$ cat src/rtl/hazard_pkg.sv
// Shared encodings for the LEGv8 forwarding/hazard unit.
package hazard_pkg;

    typedef enum logic [1:0] {
        FWD_REG   = 2'b00,
        FWD_MEMWB = 2'b01,
        FWD_EXMEM = 2'b10,
        FWD_MC    = 2'b11
    } fwd_sel_e;

    localparam int ZERO_REG_DEF = 31;

endpackage

$ cat src/rtl/fwd_operand_sel.sv
// Forward-select priority decode for a single EX-stage source operand.
module fwd_operand_sel
    import hazard_pkg::*;
#(
    parameter int REG_AW   = 5,
    parameter int ZERO_REG = ZERO_REG_DEF
) (
    input  logic              branching,
    input  logic [REG_AW-1:0] src,
    input  logic              exmem_regwrite,
    input  logic [REG_AW-1:0] exmem_rd,
    input  logic              mc_done,
    input  logic [REG_AW-1:0] mc_dst,
    input  logic              memwb_regwrite,
    input  logic [REG_AW-1:0] memwb_rd,
    output logic [1:0]        sel
);

    localparam logic [REG_AW-1:0] ZR = REG_AW'(ZERO_REG);

    fwd_sel_e sel_s;

    // Youngest producer wins; XZR and branch resolution always read the regfile path.
    always_comb begin
        sel_s = FWD_REG;
        if (branching || (src == ZR)) begin
            sel_s = FWD_REG;
        end else if (exmem_regwrite && (exmem_rd == src)) begin
            sel_s = FWD_EXMEM;
        end else if (mc_done && (mc_dst == src)) begin
            sel_s = FWD_MC;
        end else if (memwb_regwrite && (memwb_rd == src)) begin
            sel_s = FWD_MEMWB;
        end else begin
            sel_s = FWD_REG;
        end
    end

    assign sel = sel_s;

endmodule

$ cat src/rtl/hazard_forward_unit.sv
// Forwarding, load-use / multi-cycle hazard detection and stall perf counter
// for the 5-stage LEGv8 pipeline.
module hazard_forward_unit
    import hazard_pkg::*;
#(
    parameter int REG_AW   = 5,
    parameter int NUM_SRC  = 2,
    parameter int MC_LAT   = 4,
    parameter int ZERO_REG = ZERO_REG_DEF,
    parameter int CNT_W    = 16
) (
    input  logic                      clk,
    input  logic                      reset,
    input  logic                      branching,
    input  logic [NUM_SRC*REG_AW-1:0] idex_src,
    input  logic [NUM_SRC*REG_AW-1:0] id_src,
    input  logic [NUM_SRC-1:0]        id_src_valid,
    input  logic                      idex_memread,
    input  logic [REG_AW-1:0]         idex_rd,
    input  logic                      exmem_regwrite,
    input  logic [REG_AW-1:0]         exmem_rd,
    input  logic                      memwb_regwrite,
    input  logic [REG_AW-1:0]         memwb_rd,
    input  logic                      mc_issue,
    input  logic [REG_AW-1:0]         mc_rd,
    output logic [2*NUM_SRC-1:0]      fwd_sel,
    output logic                      stall,
    output logic                      mc_busy,
    output logic                      mc_done,
    output logic [CNT_W-1:0]          stall_cycles
);

    localparam int                CW      = $clog2(MC_LAT);
    localparam logic [CW-1:0]     MC_INIT = CW'(MC_LAT - 1);
    localparam logic [REG_AW-1:0] ZR      = REG_AW'(ZERO_REG);
    localparam logic [CNT_W-1:0]  CNT_MAX = {CNT_W{1'b1}};

    logic [CW-1:0]     mc_cnt_r, mc_cnt_nx_s;
    logic              mc_busy_r, mc_busy_nx_s;
    logic              mc_done_r, mc_done_nx_s;
    logic [REG_AW-1:0] mc_dst_r, mc_dst_nx_s;
    logic [CNT_W-1:0]  stall_cycles_r;
    logic              load_use_s, mc_raw_s, mc_struct_s, stall_s, issue_ok_s;

    for (genvar k = 0; k < NUM_SRC; k++) begin : g_fwd
        fwd_operand_sel #(
            .REG_AW   (REG_AW),
            .ZERO_REG (ZERO_REG)
        ) u_sel (
            .branching      (branching),
            .src            (idex_src[k*REG_AW +: REG_AW]),
            .exmem_regwrite (exmem_regwrite),
            .exmem_rd       (exmem_rd),
            .mc_done        (mc_done_r),
            .mc_dst         (mc_dst_r),
            .memwb_regwrite (memwb_regwrite),
            .memwb_rd       (memwb_rd),
            .sel            (fwd_sel[2*k +: 2])
        );
    end

    // Hazard OR-tree over the valid ID-stage operands.
    always_comb begin
        load_use_s = 1'b0;
        mc_raw_s   = 1'b0;
        for (int k = 0; k < NUM_SRC; k++) begin
            load_use_s = load_use_s | (id_src_valid[k] & idex_memread & (idex_rd != ZR)
                                       & (id_src[k*REG_AW +: REG_AW] == idex_rd));
            mc_raw_s   = mc_raw_s | (id_src_valid[k] & mc_busy_r & ~mc_done_r & (mc_dst_r != ZR)
                                     & (id_src[k*REG_AW +: REG_AW] == mc_dst_r));
        end
        mc_struct_s = mc_issue & mc_busy_r & ~mc_done_r;
        stall_s     = load_use_s | mc_raw_s | mc_struct_s;
        issue_ok_s  = mc_issue & ~stall_s;
    end

    // Scoreboard next state; an issue accepted in the done cycle overrides the clear.
    always_comb begin
        mc_busy_nx_s = mc_busy_r;
        mc_cnt_nx_s  = mc_cnt_r;
        mc_dst_nx_s  = mc_dst_r;
        if (issue_ok_s) begin
            mc_busy_nx_s = 1'b1;
            mc_cnt_nx_s  = MC_INIT;
            mc_dst_nx_s  = mc_rd;
        end else if (mc_busy_r && (mc_cnt_r == {CW{1'b0}})) begin
            mc_busy_nx_s = 1'b0;
            mc_cnt_nx_s  = {CW{1'b0}};
        end else if (mc_busy_r) begin
            mc_cnt_nx_s  = mc_cnt_r - CW'(1);
        end else begin
            mc_cnt_nx_s  = mc_cnt_r;
        end
        mc_done_nx_s = mc_busy_nx_s & (mc_cnt_nx_s == {CW{1'b0}});
    end

    // State registers: scoreboard and saturating stall counter.
    always_ff @(posedge clk or posedge reset) begin
        if (reset) begin
            mc_busy_r      <= 1'b0;
            mc_done_r      <= 1'b0;
            mc_cnt_r       <= {CW{1'b0}};
            mc_dst_r       <= {REG_AW{1'b0}};
            stall_cycles_r <= {CNT_W{1'b0}};
        end else begin
            mc_busy_r <= mc_busy_nx_s;
            mc_done_r <= mc_done_nx_s;
            mc_cnt_r  <= mc_cnt_nx_s;
            mc_dst_r  <= mc_dst_nx_s;
            if (stall_s && (stall_cycles_r != CNT_MAX)) begin
                stall_cycles_r <= stall_cycles_r + CNT_W'(1);
            end else begin
                stall_cycles_r <= stall_cycles_r;
            end
        end
    end

    assign stall        = stall_s;
    assign mc_busy      = mc_busy_r;
    assign mc_done      = mc_done_r;
    assign stall_cycles = stall_cycles_r;

endmodule

$ cat config.mk
export PLATFORM = sky130hd
export DESIGN_NAME = hazard_forward_unit
export DESIGN_NICKNAME = d
export VERILOG_FILES = /design/src/rtl/hazard_pkg.sv /design/src/rtl/fwd_operand_sel.sv /design/src/rtl/hazard_forward_unit.sv
export SDC_FILE = /design/constraint.sdc
export NUM_CORES = 1
export LEC_CHECK = 0
export CORE_ASPECT_RATIO = 1.75
export CORE_MARGIN = 10
export CORE_UTILIZATION = 35
export DETAILED_ROUTE_END_ITERATION = 10
export GPL_TIMING_DRIVEN = 0
export PLACE_DENSITY_LB_ADDON = 0.3
export SETUP_SLACK_MARGIN = 0.4
export SLEW_MARGIN = 15
export SYNTH_ARGS = -nofsm -noshare
export SYNTH_HDL_FRONTEND = slang
export SYNTH_HIERARCHICAL = 1
export SYNTH_SLANG_ARGS = --single-unit
export TNS_END_PERCENT = 100
$ cat constraint.sdc
create_clock -name clk -period 1.6 [get_ports clk]
set_input_delay 0.16 -clock clk [delete_from_list [all_inputs] [get_ports clk]]
set_output_delay 0.16 -clock clk [all_outputs]
set_load 0.1 [all_outputs]
* Word-level counts from Yosys, hierarchy flattened
Index checks and enable logic that the tools add are counted.
Operators by class: add/sub/neg operators 2, multipliers 0, divide/modulo/power cells 0, magnitude comparators 0, equality and inequality tests 15, shifts and indexed selects 0, multiplexer cells 13, bitwise gates (word level) 24, reductions and logical operators 12
Operators with widths (number):
- 5-bit == test | 10
- 1-bit bitwise AND | 18
- 2-bit 2-to-1 mux | 9
- 16-bit by 1-bit adder with 16-bit output (second input constant) | 1
- 16-bit inequality test (second input constant) | 1
- 5-bit == test (second input constant) | 2
- 5-bit inequality test (second input constant) | 2
- 1-bit logical AND | 8
- 2-bit zero test | 2
- 1-bit 2-to-1 mux | 4
- 1-bit OR | 4
- 1-bit logical OR | 2
- 1-bit NOT | 2
- 2-bit by 1-bit subtractor with 2-bit output (second input constant) | 1
Word-level totals: bits in registers 25, latch bits 0, memory bits (writable) 0, memory bits (read-only) 0, bits of input ports 49, output and inout bits 23, memories kept 0

* Longest topological paths before layout
depth in word-level cells 12, mapped depth 9, mapped depth without buffers 7

* Hierarchy
Netlist, hierarchy kept.
By module, submodules not included:
- hazard_forward_unit | instances 1, cells an instance 136, area an instance 1438.9 µm², sequential area each 625.6 µm²
- fwd_operand_sel | instances 2, cells an instance 27, area an instance 212.7 µm², sequential area each 0.0 µm²

* Worst setup path before layout
Ideal clock, no wire load.
path type register to output, start register mc_done_r, in the netlist mc_done, end output fwd_sel[1], arrival time 3.421 ns, data required time 1.440 ns, setup slack -1.981 ns, stages on the path, launching flop included 3, cells stage by stage dfrtp_1 > nand3_1 > a211oi_1
Between the ends: word-level cells in the longest chain between the ends 4
RTL lines:
- start, declared | RTL line hazard_forward_unit.sv:40 | logic mc_done_r, mc_done_nx_s;
- start signal, assigned | RTL line hazard_forward_unit.sv:107 | mc_done_r <= mc_done_nx_s;
- 1-bit logical AND | RTL line fwd_operand_sel.sv:30 | end else if (mc_done && (mc_dst == src)) begin
- 2-bit 2-to-1 mux | RTL line fwd_operand_sel.sv:30
- 2-bit 2-to-1 mux | RTL line fwd_operand_sel.sv:28 | end else if (exmem_regwrite && (exmem_rd == src)) begin
- 2-bit 2-to-1 mux | RTL line fwd_operand_sel.sv:26 | if (branching || (src == ZR)) begin
- end, declared | RTL line hazard_forward_unit.sv:26 | output logic [2*NUM_SRC-1:0] fwd_sel,
No other way between the ends.

* Worst setup path after layout
start register mc_dst_r[3], end output fwd_sel[0]
Between the ends: word-level cells in the longest chain between the ends 5
RTL lines:
- start, declared | RTL line hazard_forward_unit.sv:41 | logic [REG_AW-1:0] mc_dst_r, mc_dst_nx_s;
- start signal, assigned | RTL line hazard_forward_unit.sv:103 | mc_dst_r <= {REG_AW{1'b0}};
- start signal, assigned | RTL line hazard_forward_unit.sv:109 | mc_dst_r <= mc_dst_nx_s;
- 5-bit == test | RTL line fwd_operand_sel.sv:30
- 1-bit logical AND | RTL line fwd_operand_sel.sv:30
- 2-bit 2-to-1 mux | RTL line fwd_operand_sel.sv:30
- 2-bit 2-to-1 mux | RTL line fwd_operand_sel.sv:28
- 2-bit 2-to-1 mux | RTL line fwd_operand_sel.sv:26
No other way between the ends.

==> flow_metrics.tcl <==
set metrics [dict create \
    num_vias 1841 \
    numCtsBuffers 3 \
    m1WireLength_um 2120 \
    setup_violations 21 \
    drive_gt1_share_pct 54.5 \
    clk-insertion-delay-late_ns 0.28 \
    ios 72 \
    yosysWarningCount 6 \
    setup_slack_ns -0.616 \
    clock-sinks 25 \
    wl_met2_um 3860 \
    grt_pass1_vias 2029 \
    relSlewSlack_pct 63.6 \
    synthCells 190 \
    seq_power_share_pct 21.6 \
    gp_congestion 0.805 \
    layout.nets 349 \
    antenna_left 0 \
    die_area_mm2 0.00876 \
    hold_viol_final 0 \
    fmax_ghz 0.451 \
    antenna_cells 0 \
    cts_tree "done" \
    irDropWorstVdd_uv 910 \
    syn_nets 241 \
    final_cell_mix "35 x buf_6, 25 x xor2_1, 23 x xnor2_1, 23 x buf_4, 23 x clkdlybuf4s50_1" \
    criticalPathCategory "register to primary output" \
    die_x_um 75.2 \
    initial_utilization_pct 35.8 \
    core-area_mm2 0.00521 \
    num_rows 35 \
    vias_per_cell 5.23 \
    p_leak_uw 0.00151 \
    clockPowerShare_pct 7.5 \
    skew_ns 0.0105 \
    ys_top_cells_by_area "dfrtp_1 34%, xnor2_1 18%, xor2_1 12%" \
    firstDrtPassIters 3 \
    htree_levels 1 \
    highest_layer "met4" \
    synth_cell_type_count 35 \
    critPathMaxFanout 5 \
    worstMarginPinSlew_ns 0.546 \
    grt_overflow 0 \
    met3WireLength_um 495 \
    numPortBuffers 71 \
    final_common_cell "buf_6" \
    internal-power_uw 2820 \
    r2r-start "mc_dst_r[1]" \
    drc 0 \
    synth_top_area_cell "dfrtp_1" \
    grt_use_total_pct 14.4 \
    netlist_area_mm2 0.00186 \
    post-route-period-util_pct 138 \
    synth-main-ff-cell "dfrtp_1" \
    clk_pin_slew_ns 0.09 \
    avgSynthCellArea_um2 9.81 \
    hpwl_um 4510 \
    grt_pass1_wl_um 9690 \
    cts_root_buf "clkbuf_8" \
    grt_start_max_net_pins 26 \
    violations "setup timing" \
    cp.required_ns 1.44 \
    critPathCaptureType "primary output" \
    status "complete, but fails checks" \
    p_sw_share_pct 45.8 \
    cts.path.max_buffers 2 \
    period_minus_slack_ns 2.22 \
    die_h_um 117 \
    whs_ns 0.283 \
    switchingPower_uw 2380 \
    cap_viol_max_count 0 \
    ys_seq_area_share_pct 33.6 \
    drt_iter0_drc 75 \
    critPathArrivalTime_ns 2.06 \
    routedWlPerCell_um 18.9 \
    area_delta_synth_final_pct 91.4 \
    yosysTopAreaCellShare_pct 33.6 \
    reg2reg_to "stall_cycles[4]" \
    combPwrFrac_pct 70.9 \
    async_flop_share_pct 100 \
    slew_violations 0 \
    antenna_found_initial 0 \
    pre_cts_slack_ns -1.76 \
    r2r_cells 11 \
    fill_cells 380 \
    routed_wl_um 6650 \
    yosys_register_bits 25 \
    hp-class "input pin to async pin" \
    r2r_setup_slack_ns -0.54 \
    pwr_density_cell_mw_per_mm2 1460 \
    rsz0062_at_grt "true" \
    synth_edf_count 0 \
    start_kind "register" \
]
## per-stage QoR
step | TNS [ns] | util [%] | total power (uW) | std cells | area (um2)
after floorplan | -8.51 | - | 2870 | 190 | 2050
final | -9.37 | 68.5 | 5200 | 352 | 3570
after global routing | -12.11 | 68.5 | 5460 | 352 | 3570
after detailed placement | -23.11 | 54.2 | 3480 | 316 | 2830
after global placement | -21.84 | 54.2 | 3450 | 316 | 2830
after CTS | -6.37 | 61.2 | 4680 | 339 | 3190
## sequential cells by signal, indices dropped and copies added, names as in the netlist
register,flops
mc_cnt_r,2
mc_done,1
stall_cycles,16
mc_busy,1
mc_dst_r,5
## per-layer routing
layer	global-route usage [%]	vias to the layer above
met5	0	-
met4	5.98	0
met3	4.59	13
met2	28.6	62
met1	12.2	881
li1	-	885
## power by group through the flow
| stage | Sequential (uW) | Combinational [uW] | Clock [uW] |
|---|---|---|---|
| final | 1120 | 3690 | 390 |
| after detailed placement | 1190 | 2290 | 0 |
| after CTS | 1130 | 3150 | 393 |
| after global placement | 1190 | 2260 | 0 |
| after floorplan | 1810 | 1060 | 0 |
| after global routing | 1160 | 3880 | 421 |
## cell type report
type                       instances  area (um2)  share of cell area, %
timing repair buffer             103        1120                   31.4
multi-input combinational        157        1600                   44.7
tap                               55        68.8                   1.93
clock buffer                       4        45.0                   1.26
inverter                           4        18.8                  0.526
buffer                             4        45.0                   1.26
sequential                        25         674                   18.9
## critical path, cell delays in order (launching register included)
cell	delay, ns
dfrtp_2	0.46
xor2_1	0.16
nor4_2	0.37
nand3_2	0.19
a2111oi_4	0.33
buf_6	0.27
## synthesized netlist by cell type (2+ instances only)
cell type  number
and3_1          8
and2_1          2
buf_6           2
nor4_1          4
nand4_1         8
dfrtp_1        25
xor2_1         25
nor4_2          2
ha_1            2
nand2b_1        4
xnor2_1        38
inv_1           4
a2111oi_2       2
o21ai_0         2
nand3_1        18
nor2_1          6
a211oi_1        2
a31oi_1         2
nand2_1        13
mux2_2          6
## worst max-delay path by stage
stage / startpoint / endpoint / slack (ns) / cells after the start
finish: mc_dst_r[3] / fwd_sel[0] / -0.62 / 5
global route: mc_dst_r[3] / fwd_sel[2] / -0.72 / 5
CTS: mc_dst_r[3] / fwd_sel[0] / -0.68 / 5
detailed placement: idex_src[1] / fwd_sel[0] / -1.76 / 6
global placement: idex_src[1] / fwd_sel[0] / -1.73 / 6
floorplan: mc_dst_r[3] / fwd_sel[0] / -0.86 / 4
## what timing repair did
action | CTS | global route
pin swaps | 34 | 24
setup endpoints to repair | 48 | 61
setup buffers | 17 | 13
hold buffers | 0 | 0
endpoints found under the hold margin | 0 | 0
gates cloned | 2 | 0
resized for setup | 269 | 68
## kinds of logic (layout without fill, tap and decap cells)
logic type,Yosys count,after routing,synth area share [%]
xor+xnor,63,63,29.6
flops,25,25,33.6
mux,7,7,4.23
compound gates,14,14,7.38
simple gates,71,71,21.4
buf+inv,8,115,2.48
fa+ha+maj,2,2,1.34
(Power assumes the default switching activity.)
==> edit 1, RTL diff (same flow settings) <==
Make the reset (`reset`) synchronous in one clocked block.
--- a/src/rtl/hazard_forward_unit.sv
+++ b/src/rtl/hazard_forward_unit.sv
@@ -97,3 +97,3 @@
     // State registers: scoreboard and saturating stall counter.
-    always_ff @(posedge clk or posedge reset) begin
+    always_ff @(posedge clk) begin
         if (reset) begin
Behaviour: differs if reset is asserted again (counterexample within 4 cycles, from zero or initial values and one cycle with reset high); with reset held inactive, the same outputs for 10 cycles.
==> edit 1 against the unedited design <==
  * The run still ends with negative setup slack left
  * Wire length grew 18%
  * Area after synthesis increased by 13%
  * Worst setup slack improved by 0.065 ns
  * Non-clock buffer count down 5
  * Count of clock-buffer cells in the layout is the same
  * Critical path depth unchanged
  * Sequential cell count did not move
  * Final area is 8.5% higher
  * Sequential share of layout area shrank 3.8 points
  * Synthesized cell count grew 33%
  * Cell count increased by 22%
  * Critical path type unchanged
  * Largest cell class unchanged
  * Highest routed layer unchanged
Power is left out: it rests on default switching activity, and per cell area and clock period it moved more than threefold.
==> edit 1: results (changes against the unedited design) <==
- GR Layer Usage met3: 2.562% (was 4.592%)
- Initial DRC Count: 56 (was 75)
- Wire length on met1: 2.764 mm (was 2.119 mm)
- Worst slew pin tran: 0.5393 ns (was 0.5459 ns)
- Seq. cell area: 583.1 um^2 (was 674.4 um^2)
- Setup TNS: -8.898 ns (was -9.370 ns)
- Final worst slack: -0.5512 ns (was -0.6158 ns)
- Startpoint of the lowest-slack register-to-register path: mc_dst_r[3]$_SDFFE_PP0P_ (was mc_dst_r[1]$_DFFE_PP0P_)
- Routed WL: 7.843 mm (was 6.648 mm)
- Post-CTS Resized: 279 (was 269)
- Failing checks: negative setup slack (unchanged)
- Met2 wire length: 4.555 mm (was 3.859 mm)
- GRT met1 Usage: 15.85% (was 12.23%)
- Dpl ws: -1.792 ns (was -1.755 ns)
- Post-CTS setup buffers: 22 (was 17)
- Mapped Nets: 303 (was 241)
- Final setup viols: 21 (unchanged)
- First-pass GRT wire length: 12.52 mm (was 9.694 mm)
- Post-Syn Instances: 252 (was 190)
- CP arrival: 1.99 ns (was 2.06 ns)
- Detailed Routing Iterations Pass 1: 4 (was 3)
- Vias in the first global route: 2447 (was 2029)
- Filler instances: 489 (was 380)
- Asr flop ratio synth: 0% (was 100.0%)
- Outcome: complete, but fails checks (unchanged)
- Layout Cells excl Fill: 431 (was 352)
- Synth area leaders: dfxtp_1 (24%), xnor2_1 (11%), xor2_1 (9.9%) (was dfrtp_1 (34%), xnor2_1 (18%), xor2_1 (12%))
-- edit 1: changes by cell type after synthesis, moves of 7 or more --
cell,delta
nor2_1,+21
mux2_1,+14
nor2b_1,+15
dfrtp_1,-25
xnor2_1,-12
dfxtp_1,+25
mux2i_1,+7
nand2_1,+8
-- edit 1: logic make-up after synthesis --
logic type | share of synthesized area, %
simple gates | 26.55
xor+xnor | 20.70
compound gates | 14.37
flops | 23.65
mux | 11.30
buf+inv | 2.247
fa+ha+maj | 1.183
-- edit 1: layout make-up --
class | count | share of cell area (%)
Tap cell | 78 | 2.522
Clock buffer | 4 | 1.164
Buffer | 7 | 1.681
Multi-Input combinational cell | 217 | 54.87
Timing Repair Buffer | 95 | 24.22
Inverter | 5 | 0.4850
Sequential cell | 25 | 15.07
-- edit 1: critical path, cell delays in order (launching register included) --
cell	delay, ns
dfxtp_4	0.37
xor2_1	0.16
nor4_4	0.35
nand3_2	0.18
a2111oi_4	0.38
buf_6	0.27
==> edit 2, RTL diff (config.mk and constraints unchanged) <==
Made on the original files. Change the parameter `CNT_W` from 16 to 32.
--- a/src/rtl/hazard_forward_unit.sv
+++ b/src/rtl/hazard_forward_unit.sv
@@ -9,3 +9,3 @@
     parameter int ZERO_REG = ZERO_REG_DEF,
-    parameter int CNT_W    = 16
+    parameter int CNT_W    = 32
 ) (
Ports: changed (resized stall_cycles); port bits go from 72 to 88. The function was not compared with the original's and may differ.
==> edit 2 against the unedited design <==
  * The run still ends with negative setup slack left
  * Sequential power increased by 53%
  * Utilization is 4.2 points lower
  * Area after synthesis up 38%
  * Clock skew decreased by 0.0052 ns
  * Critical path depth up 1
  * Sequential cell count rose by 16
  * Final area is 29% higher
  * Worst setup slack lost 0.0080 ns
  * Via count is 30% higher
  * Power rose by 16%
  * Wire length up 27%
  * Largest power group unchanged
==> edit 2: results (changes against the unedited design) <==
- Outcome: complete, but fails checks (unchanged)
- Failing checks: negative setup slack (unchanged)
- Sequential fraction of the synthesis area: 39.94% (was 33.56%)
- Final worst slack: -0.6238 ns (was -0.6158 ns)
- Sw Ratio: 43.08% (was 45.81%)
- Clock buffer count from CTS: 5 (was 3)
- Startpoint of the lowest-slack register-to-register path: mc_dst_r[2]$_DFFE_PP0P_ (was mc_dst_r[1]$_DFFE_PP0P_)
- Ys Warns: 6 (unchanged)
- GR met2 Demand/Resource: 27.55% (was 28.56%)
- Dpl ws: -1.759 ns (was -1.755 ns)
- Clk slew on worst S/H paths: 0.06 ns (was 0.09 ns)
- Final setup viols: 37 (was 21)
- Cell-internal power: 3.425 mW (was 2.820 mW)
- Clock power share: 15.9% (was 7.5%)
- Clock Tree Root: clkbuf_16 (was clkbuf_8)
- Hold Violations, Final: 0 (unchanged)
- Max reg flops: 32 (was 16)
- Final slew viol count: 0 (unchanged)
- Share of layout cells above drive strength 1: 52.11% (was 54.55%)
- GRT met1 Usage: 15.98% (was 12.23%)
- Asr flop ratio synth: 100.0% (unchanged)
- PortBufs: 87 (was 71)
- Bufs on Longest Clock Path: 2 (unchanged)
- Top cells by count, synth: xnor2_1 (54), dfrtp_1 (41), nand3_1 (28), xor2_1 (27), nand2_1 (21) (was xnor2_1 (38), dfrtp_1 (25), xor2_1 (25), nand3_1 (18), nand2_1 (13))
- Detailed Routing Iterations Pass 1: 4 (was 3)
- Post-CTS Resized: 387 (was 269)
- Initial DRC Count: 77 (was 75)
- Comb power: 3.35 mW (was 3.69 mW)
- Routed WL: 8.435 mm (was 6.648 mm)
- Gp weighted congestion: 0.8261 (was 0.8046)
- Filler instances: 573 (was 380)
- Via-to-Cell Ratio: 5.142 (was 5.230)
- Antenna violations before repair: 0 (unchanged)
- CP top delay family: simple AND/OR/NAND/NOR gates (unchanged)
- H-tree levels: 2 (was 1)
- Post-CTS setup buffers: 16 (was 17)
- Total track usage: 14.96% (was 14.37%)
- # nets final: 430 (was 349)
- Lkg Pwr: 1.904 nW (was 1.508 nW)
- GR Layer Usage met3: 3.968% (was 4.592%)
- Vias in the first global route: 2711 (was 2029)
- Synth cell types: 30 (was 35)
- Worst slew pin tran: 0.7439 ns (was 0.5459 ns)
- Delay of the slowest cell on the worst path: 0.47 ns
- DP HPWL: 6.384 mm (was 4.513 mm)
- Crit Path Max Fanout: 6 (was 5)
- CP arrival: 2.06 ns (about the same)
- Synth area leaders: dfrtp_1 (40%), xnor2_1 (18%), xor2_1 (9.2%) (was dfrtp_1 (34%), xnor2_1 (18%), xor2_1 (12%))
- Clock Skews: 0.005295 ns (was 0.01049 ns)
- Worst Hold Class: primary input to async pin (unchanged)
- First-pass GRT wire length: 14.10 mm (was 9.694 mm)
- Final antenna-violating net count: 0 (unchanged)
- VDD IR max: 0.9883 mV (was 0.9098 mV)
- Mapped Nets: 311 (was 241)
- Largest net degree at the start of global routing: 36 (was 26)
- CP startpoint: mc_dst_r[3]$_DFFE_PP0P_ (unchanged)
- Ant. Diodes: 0 (unchanged)
-- edit 2: layout make-up --
class | count | share of cell area, %
multi-input combinational | 210 | 43.15
timing repair buffer | 112 | 25.87
sequential | 41 | 24.40
clock buffer | 8 | 2.952
tap | 86 | 2.329
buffer | 3 | 0.8126
inverter | 6 | 0.4875
-- edit 2: cells by family after synthesis --
| logic type | Yosys count | share of synthesized area [%] |
|---|---|---|
| simple gates | 108 | 22.50 |
| xor+xnor | 81 | 27.62 |
| flops | 41 | 39.94 |
| compound gates | 13 | 4.774 |
| buf+inv | 9 | 1.559 |
| mux | 6 | 2.630 |
| fa+ha+maj | 2 | 0.9740 |
-- edit 2: routing by layer --
layer / part of all wire (%) / vias to the layer above
met5: 0 / -
met4: 1.5 / 0
met3: 6.4 / 9
met2: 55 / 78
met1: 37 / 1168
li1: - / 1141
-- edit 2: through the flow --
stage / TNS, ns / instance area, um^2 / hold slack [ns] / std cells / util (%)
finish: -17.22 / 4619 / 0.09468 / 466 / 64.32
global placement: -62.91 / 3886 / 0.4630 / 433 / 54.11
CTS: -16.93 / 4439 / 0.09393 / 461 / 61.81
global route: -20.87 / 4619 / 0.1281 / 466 / 64.32
floorplan: -13.48 / 2908 / 0.2946 / 260 / -
detailed placement: -40.07 / 3906 / 0.3940 / 434 / 54.39
-- edit 2: final timing paths --
kind	end	slack, ns	cells past startpoint
worst max-delay path	fwd_sel[3]	-0.62	6
worst min-delay path	stall_cycles[25]$_DFFE_PP0P_	0.09	2
worst max register to register	stall_cycles[31]$_DFFE_PP0P_	-0.59	10
worst min register to register	stall_cycles[29]$_DFFE_PP0P_	0.48	1
max in group asynchronous	stall_cycles[10]$_DFFE_PP0P_	1.05	3
min in group clk	stall_cycles[29]$_DFFE_PP0P_	0.48	1
